<file path="config.mk">
export PLATFORM = sky130hd
export DESIGN_NAME = sync_fifo_param
export DESIGN_NICKNAME = d
export VERILOG_FILES = /design/src/rtl/sync_fifo_pkg.sv /design/src/rtl/fifo_mem.sv /design/src/rtl/sync_fifo_param.sv
export SDC_FILE = /design/constraint.sdc
export NUM_CORES = 1
export LEC_CHECK = 0
export ABC_AREA = 1
export ABC_CLOCK_PERIOD_IN_PS = 3270
export BUFFER_PORTS_ARGS = -buffer_cell sky130_fd_sc_hd__buf_4
export CAP_MARGIN = 0
export CORE_MARGIN = 3
export CORE_UTILIZATION = 60
export DETAILED_ROUTE_END_ITERATION = 16
export GPL_TIMING_DRIVEN = 0
export PLACE_DENSITY = 0.79
export SETUP_SLACK_MARGIN = 0.3
export SYNTH_ARGS = -nofsm -noshare
export SYNTH_HDL_FRONTEND = slang
export SYNTH_HIERARCHICAL = 1
export SYNTH_SLANG_ARGS = --single-unit
export TNS_END_PERCENT = 10
</file>
<file path="constraint.sdc">
create_clock -name clk -period 3.27 [get_ports clk]
set_clock_uncertainty 0.2 [all_clocks]
set_input_delay 0.4905 -clock clk [delete_from_list [all_inputs] [get_ports clk]]
set_output_delay 0.4905 -clock clk [all_outputs]
set_load 0.005 [all_outputs]
</file>
<file path="src/rtl/sync_fifo_pkg.sv">
// Shared constants for the synchronous FIFO.
//   FIFO_MODE_STD  : registered read, rd_valid pulses one cycle after a pop
//   FIFO_MODE_FWFT : first-word-fall-through, head word shown while non-empty
//   fifo_cnt_w()   : width of an occupancy counter able to hold 0..depth
package sync_fifo_pkg;

    localparam int unsigned FIFO_MODE_STD  = 0;
    localparam int unsigned FIFO_MODE_FWFT = 1;

    function automatic int unsigned fifo_cnt_w(input int unsigned depth);
        return $clog2(depth + 1);
    endfunction

endpackage

</file>
<file path="src/rtl/fifo_mem.sv">
// FIFO storage array: DEPTH x DATA_W, synchronous write, asynchronous read.
// Contents are never reset.
//   clk   : write clock
//   we    : write enable
//   waddr : write address
//   wdata : write data
//   raddr : read address
//   rdata : read data (combinational from raddr)
module fifo_mem #(
    parameter int unsigned DATA_W = 16,
    parameter int unsigned DEPTH  = 8,
    parameter int unsigned ADDR_W = $clog2(DEPTH)
) (
    input  logic              clk,
    input  logic              we,
    input  logic [ADDR_W-1:0] waddr,
    input  logic [DATA_W-1:0] wdata,
    input  logic [ADDR_W-1:0] raddr,
    output logic [DATA_W-1:0] rdata
);

    logic [DATA_W-1:0] mem_q [DEPTH];

    always_ff @(posedge clk) begin
        if (we) begin
            mem_q[waddr] <= wdata;
        end
    end

    assign rdata = mem_q[raddr];

endmodule

</file>
<file path="src/rtl/sync_fifo_param.sv">
// Parameterised synchronous FIFO with standard or first-word-fall-through read,
// threshold flags and sticky overflow/underflow error flags.
//   clk, rstn          : clock, asynchronous active-low reset
//   cs                 : chip select; gates push, pop and error detection
//   flush              : synchronous clear of pointers/count (memory untouched)
//   wr_en, wr_data     : push request and data
//   rd_en              : pop request
//   rd_data, rd_valid  : read data and qualifier
//   full, empty        : occupancy == DEPTH / == 0
//   almost_full/empty  : count >= AF_THRESH / count <= AE_THRESH
//   count              : current occupancy
//   overflow/underflow : sticky error flags, cleared by clr_err
module sync_fifo_param
    import sync_fifo_pkg::*;
#(
    parameter int unsigned DATA_W    = 16,
    parameter int unsigned DEPTH     = 8,
    parameter int unsigned FWFT      = FIFO_MODE_STD,
    parameter int unsigned AF_THRESH = DEPTH - 1,
    parameter int unsigned AE_THRESH = 1
) (
    input  logic                          clk,
    input  logic                          rstn,
    input  logic                          cs,
    input  logic                          flush,
    input  logic                          wr_en,
    input  logic [DATA_W-1:0]             wr_data,
    input  logic                          rd_en,
    output logic [DATA_W-1:0]             rd_data,
    output logic                          rd_valid,
    output logic                          full,
    output logic                          empty,
    output logic                          almost_full,
    output logic                          almost_empty,
    output logic [fifo_cnt_w(DEPTH)-1:0]  count,
    output logic                          overflow,
    output logic                          underflow,
    input  logic                          clr_err
);

    localparam int unsigned CNT_W = fifo_cnt_w(DEPTH);
    localparam int unsigned PTR_W = $clog2(DEPTH);

    logic [PTR_W-1:0]  wr_ptr_q, wr_ptr_d;
    logic [PTR_W-1:0]  rd_ptr_q, rd_ptr_d;
    logic [CNT_W-1:0]  count_q, count_d;
    logic [DATA_W-1:0] rd_data_q, rd_data_d;
    logic              rd_valid_q, rd_valid_d;
    logic              overflow_q, overflow_d;
    logic              underflow_q, underflow_d;
    logic [DATA_W-1:0] head;
    logic              pop_ok, push_ok, mem_we;

    function automatic logic [PTR_W-1:0] ptr_inc(input logic [PTR_W-1:0] p);
        return (p == PTR_W'(DEPTH - 1)) ? '0 : p + PTR_W'(1);
    endfunction

    // Flags decode registered count only.
    assign full         = (count_q == CNT_W'(DEPTH));
    assign empty        = (count_q == '0);
    assign almost_full  = (count_q >= CNT_W'(AF_THRESH));
    assign almost_empty = (count_q <= CNT_W'(AE_THRESH));
    assign count        = count_q;
    assign overflow     = overflow_q;
    assign underflow    = underflow_q;

    assign pop_ok  = cs && rd_en && !empty;
    // A pop in the same cycle frees the slot this push needs.
    assign push_ok = cs && wr_en && (!full || pop_ok);
    assign mem_we  = push_ok && !flush;

    fifo_mem #(
        .DATA_W (DATA_W),
        .DEPTH  (DEPTH),
        .ADDR_W (PTR_W)
    ) u_mem (
        .clk   (clk),
        .we    (mem_we),
        .waddr (wr_ptr_q),
        .wdata (wr_data),
        .raddr (rd_ptr_q),
        .rdata (head)
    );

    always_comb begin
        wr_ptr_d    = wr_ptr_q;
        rd_ptr_d    = rd_ptr_q;
        count_d     = count_q;
        rd_data_d   = rd_data_q;
        rd_valid_d  = 1'b0;
        overflow_d  = (overflow_q  && !clr_err) || (cs && wr_en && full && !pop_ok);
        underflow_d = (underflow_q && !clr_err) || (cs && rd_en && empty);

        if (flush) begin
            wr_ptr_d = '0;
            rd_ptr_d = '0;
            count_d  = '0;
        end else begin
            if (push_ok) wr_ptr_d = ptr_inc(wr_ptr_q);
            if (pop_ok)  rd_ptr_d = ptr_inc(rd_ptr_q);
            if (push_ok && !pop_ok) count_d = count_q + CNT_W'(1);
            if (pop_ok && !push_ok) count_d = count_q - CNT_W'(1);

            if (FWFT == FIFO_MODE_FWFT) begin
                // Remember the last shown head so rd_data holds once empty.
                if (!empty) rd_data_d = head;
            end else begin
                rd_valid_d = pop_ok;
                if (pop_ok) rd_data_d = head;
            end
        end
    end

    always_ff @(posedge clk or negedge rstn) begin
        if (!rstn) begin
            wr_ptr_q    <= '0;
            rd_ptr_q    <= '0;
            count_q     <= '0;
            rd_data_q   <= '0;
            rd_valid_q  <= 1'b0;
            overflow_q  <= 1'b0;
            underflow_q <= 1'b0;
        end else begin
            wr_ptr_q    <= wr_ptr_d;
            rd_ptr_q    <= rd_ptr_d;
            count_q     <= count_d;
            rd_data_q   <= rd_data_d;
            rd_valid_q  <= rd_valid_d;
            overflow_q  <= overflow_d;
            underflow_q <= underflow_d;
        end
    end

    assign rd_valid = (FWFT == FIFO_MODE_FWFT) ? !empty : rd_valid_q;
    assign rd_data  = ((FWFT == FIFO_MODE_FWFT) && !empty) ? head : rd_data_q;

endmodule

</file>
==> results.md <==
- Slowest Stage Delay on Critical Path: roughly 0.48 ns
- Buf/Inv on CP: 2
- RSZ-0062 raised after global routing: true
- Drt initial violations: 737
- Drt drc: 0
- GRT Util Overall: 0.274
- Critical R2R Launch: count[0]$_DFFE_PN0P_
- Vias per cell: 5.47
- Worst setup SP type: flop
- HP Start: clr_err
- WHS Path Cells: 2
- Hold Path Class: in2reg
- Worst R2R End: u_mem/mem_q[0][14]$_DFFE_PP_
- Max-slew headroom: 0.708
- Avg Inst Size Synth: 9.57 µm²
- Synth Instances: 745
- Number of detailed-route iterations in the first pass: 6
- Unique masters post-synth: 24
- Num CTS Buffers: 17
- P&R area growth vs syn: 19.3%
- Placed cells: between 900 and 1000
- Height of the die: 115 µm
- Antenna violations before repair: 0
- Commonest non-fill, non-tap cell in the layout: nand2_1
- Seq. cell area: about 4600 µm²
- Tcrit/Tclk final: 0.915
- DP Worst Slack: 0.274 ns
- Vias in the first global route: 5412
- Clock Latency Late Sink: 0.42 ns
- Crit-path slowest cell: dfrtp_1
- Most frequent cells in the layout: nand2_1 (296), inv_1 (144), edfxtp_1 (128)
- Sequential share of the synthesized area: 0.641
- GR Util met1: 0.336
- Starting Density: 0.619
- Syn Std Cell Area: ~7100 µm²
- Endpoints failing setup: 0
- Worst vdd ir: 0.390 mV
- PwrDens: ~650 nW/µm²
- ANT cells: 0
- Critical path class: reg2reg
- Routed WL: 17300 µm
- I/O pin count: 50
- Worst-path clk slew: approximately 0.060 ns
- Cell Chain, Critical Path: inv_1, ha_1, nand2_1, nor2_2, nand2_1, nand2_1, nor2_1, nand2_1, nor2_4, buf_8
- Grt met3 use: 0.0642
- Wire per inst: 17.7 µm
- Worst Reg-to-Reg Cells: 10
- H-tree Lvls: 4
- CP required: ~3.2 ns
- WP depth: 10
- # clock sinks: 157
- Max-cap violations: 0
- First-pass GRT wire length: 27000 µm
- Hold Vio Cnt, Final: 0
- GRT Residual Overflow: 0
- Worst setup EP type: flop
- # fillers: 737
- CP max FO: 10
- Setup TNS after final layout: 0 ns
- Max frequency: 0.334 GHz
- PortBufs: 49
- Clock root buffer: clkbuf_16
- Rows: 39
- Gr busiest metal: met2
- Area of the core: between 10000 and 15000 µm²
- Non-Filler Instances: 979
- Die Area: 13200 µm²
- Critical path's most frequent cell: nand2_1
- Hpwl dp: 10800 µm
- Fin crit period: 2.99 ns
- Crit-path leading delay family: simple AND/OR/NAND/NOR gates
- Hold Path End: overflow$_DFF_PN0_
- ANT nets after route: 0
- Multi-input gate area: 1850 µm²
- Worst endpoint data arrival time: 2.92 ns
- DR vias: about 5400
- Final #Nets: approximately 850
- Clock Path Buffers: 2
- Pins Over Slew Limit: 0
- Met2 track demand over resource: 0.459
- GP Congestion: 0.849
- Worst slew pin tran: 0.437 ns
- Share of layout cells above drive strength 1: 0.157
- R2r setup slk: approximately 0.28 ns
- Largest net degree at the start of global routing: 30
- TritonCTS clock tree: yes
- Flops & latches, synth: 157
- Die width: 115 µm
- Setup ws final: 0.279 ns
- Synth warnings: 6
- Leak: roughly 4 nW
- Post-Syn Nets: 775
- Status: finished, final reports clean
- Crit path from: count[0]$_DFFE_PN0P_
[cells in the mapped netlist (all sizes together)]
| library cell | n | share of area |
|---|---|---|
| nand4 | 5 | 0.0044 |
| xor2 | 1 | 0.0012 |
| nand3 | 77 | 0.058 |
| dfrtp | 29 | 0.10 |
| o31ai | 2 | 0.0021 |
| inv | 146 | 0.077 |
| ha | 7 | 0.012 |
| edfxtp | 128 | 0.54 |
| o22ai | 2 | 0.0018 |
| buf | 28 | 0.030 |
| xnor2 | 1 | 0.0012 |
| nor2 | 19 | 0.011 |
| nand2 | 298 | 0.16 |
| nand3b | 1 | 0.0011 |
| clkinv | 1 | 0.00053 |
[cells by family (layout without fill, tap and decap cells)]
family                   Yosys count  after routing  synth area share
AND/OR/NAND/NOR                  400            400             0.232
buffers and inverters            175            266             0.108
flip-flops                       157            157             0.641
adder cells (fa/ha/maj)            7              7            0.0123
AO/OA/AOI/OAI                      4              4           0.00386
XOR/XNOR                           2              2           0.00246
[flip-flops by register name, summed over array words and instances (netlist names)]
name / cells
count: 4
overflow: 1
rd_data: 16
rd_ptr_q: 3
rd_valid: 1
u_mem/mem_q: 128
underflow: 1
wr_ptr_q: 3
[what timing repair did]
item | CTS | global route
pin swaps | 0 | 2
cloned | 0 | 0
setup buffers | 0 | 1
endpoints found under the setup margin | 21 | 97
gates resized for setup | 1 | 7
hold endpoints to repair | 29 | 0
hold buffers | 1 | 0
[layout make-up]
cell class | instances | area share
Sequential cell | 157 | 0.537
Multi-Input combinational cell | 413 | 0.217
Inverter | 147 | 0.0652
Timing Repair Buffer | 59 | 0.0594
Clock buffer | 21 | 0.0518
Buffer | 28 | 0.0253
Clock inverter | 11 | 0.0224
Tap cell | 143 | 0.0210
[metrics by stage]
| step | hold WS (ns) | utilization | total power [mW] | instance area [µm²] |
|---|---|---|---|---|
| 3_5_place_dp | 0.230 | 0.679 | 3.39 | 7820 |
| 2_1_floorplan | -0.00509 | - | 2.95 | 7130 |
| 6_report | 0.0639 | 0.738 | 5.49 | 8500 |
| 5_1_grt | 0.0545 | 0.738 | 5.72 | 8500 |
| 3_3_place_gp | 0.219 | 0.666 | 3.35 | 7670 |
| 4_1_cts | 0.0566 | 0.735 | 5.49 | 8460 |
[report_power, final]
group / internal [mW] / switching, mW / total (mW) / leakage [nW]
logic: 0.415 / 0.589 / 1.00 / 2.25
clock network: 1.35 / 0.743 / 2.09 / 0.295
registers: 2.29 / 0.0951 / 2.39 / 1.53
[layer usage]
metal / part of all wire / up-vias
met3: 0.10 / 46
li1: - / 2476
met1: 0.36 / 2505
met5: 0 / -
met4: 0.031 / 0
met2: 0.50 / 332
[worst max path at each step]
stage                                              end
after global routing      u_mem/mem_q[0][12]$_DFFE_PP_
after floorplan            u_mem/mem_q[1][0]$_DFFE_PP_
after CTS                 u_mem/mem_q[1][12]$_DFFE_PP_
final                     u_mem/mem_q[0][14]$_DFFE_PP_
after global placement    u_mem/mem_q[1][14]$_DFFE_PP_
after detailed placement  u_mem/mem_q[0][14]$_DFFE_PP_
(Power assumes the default switching activity.)
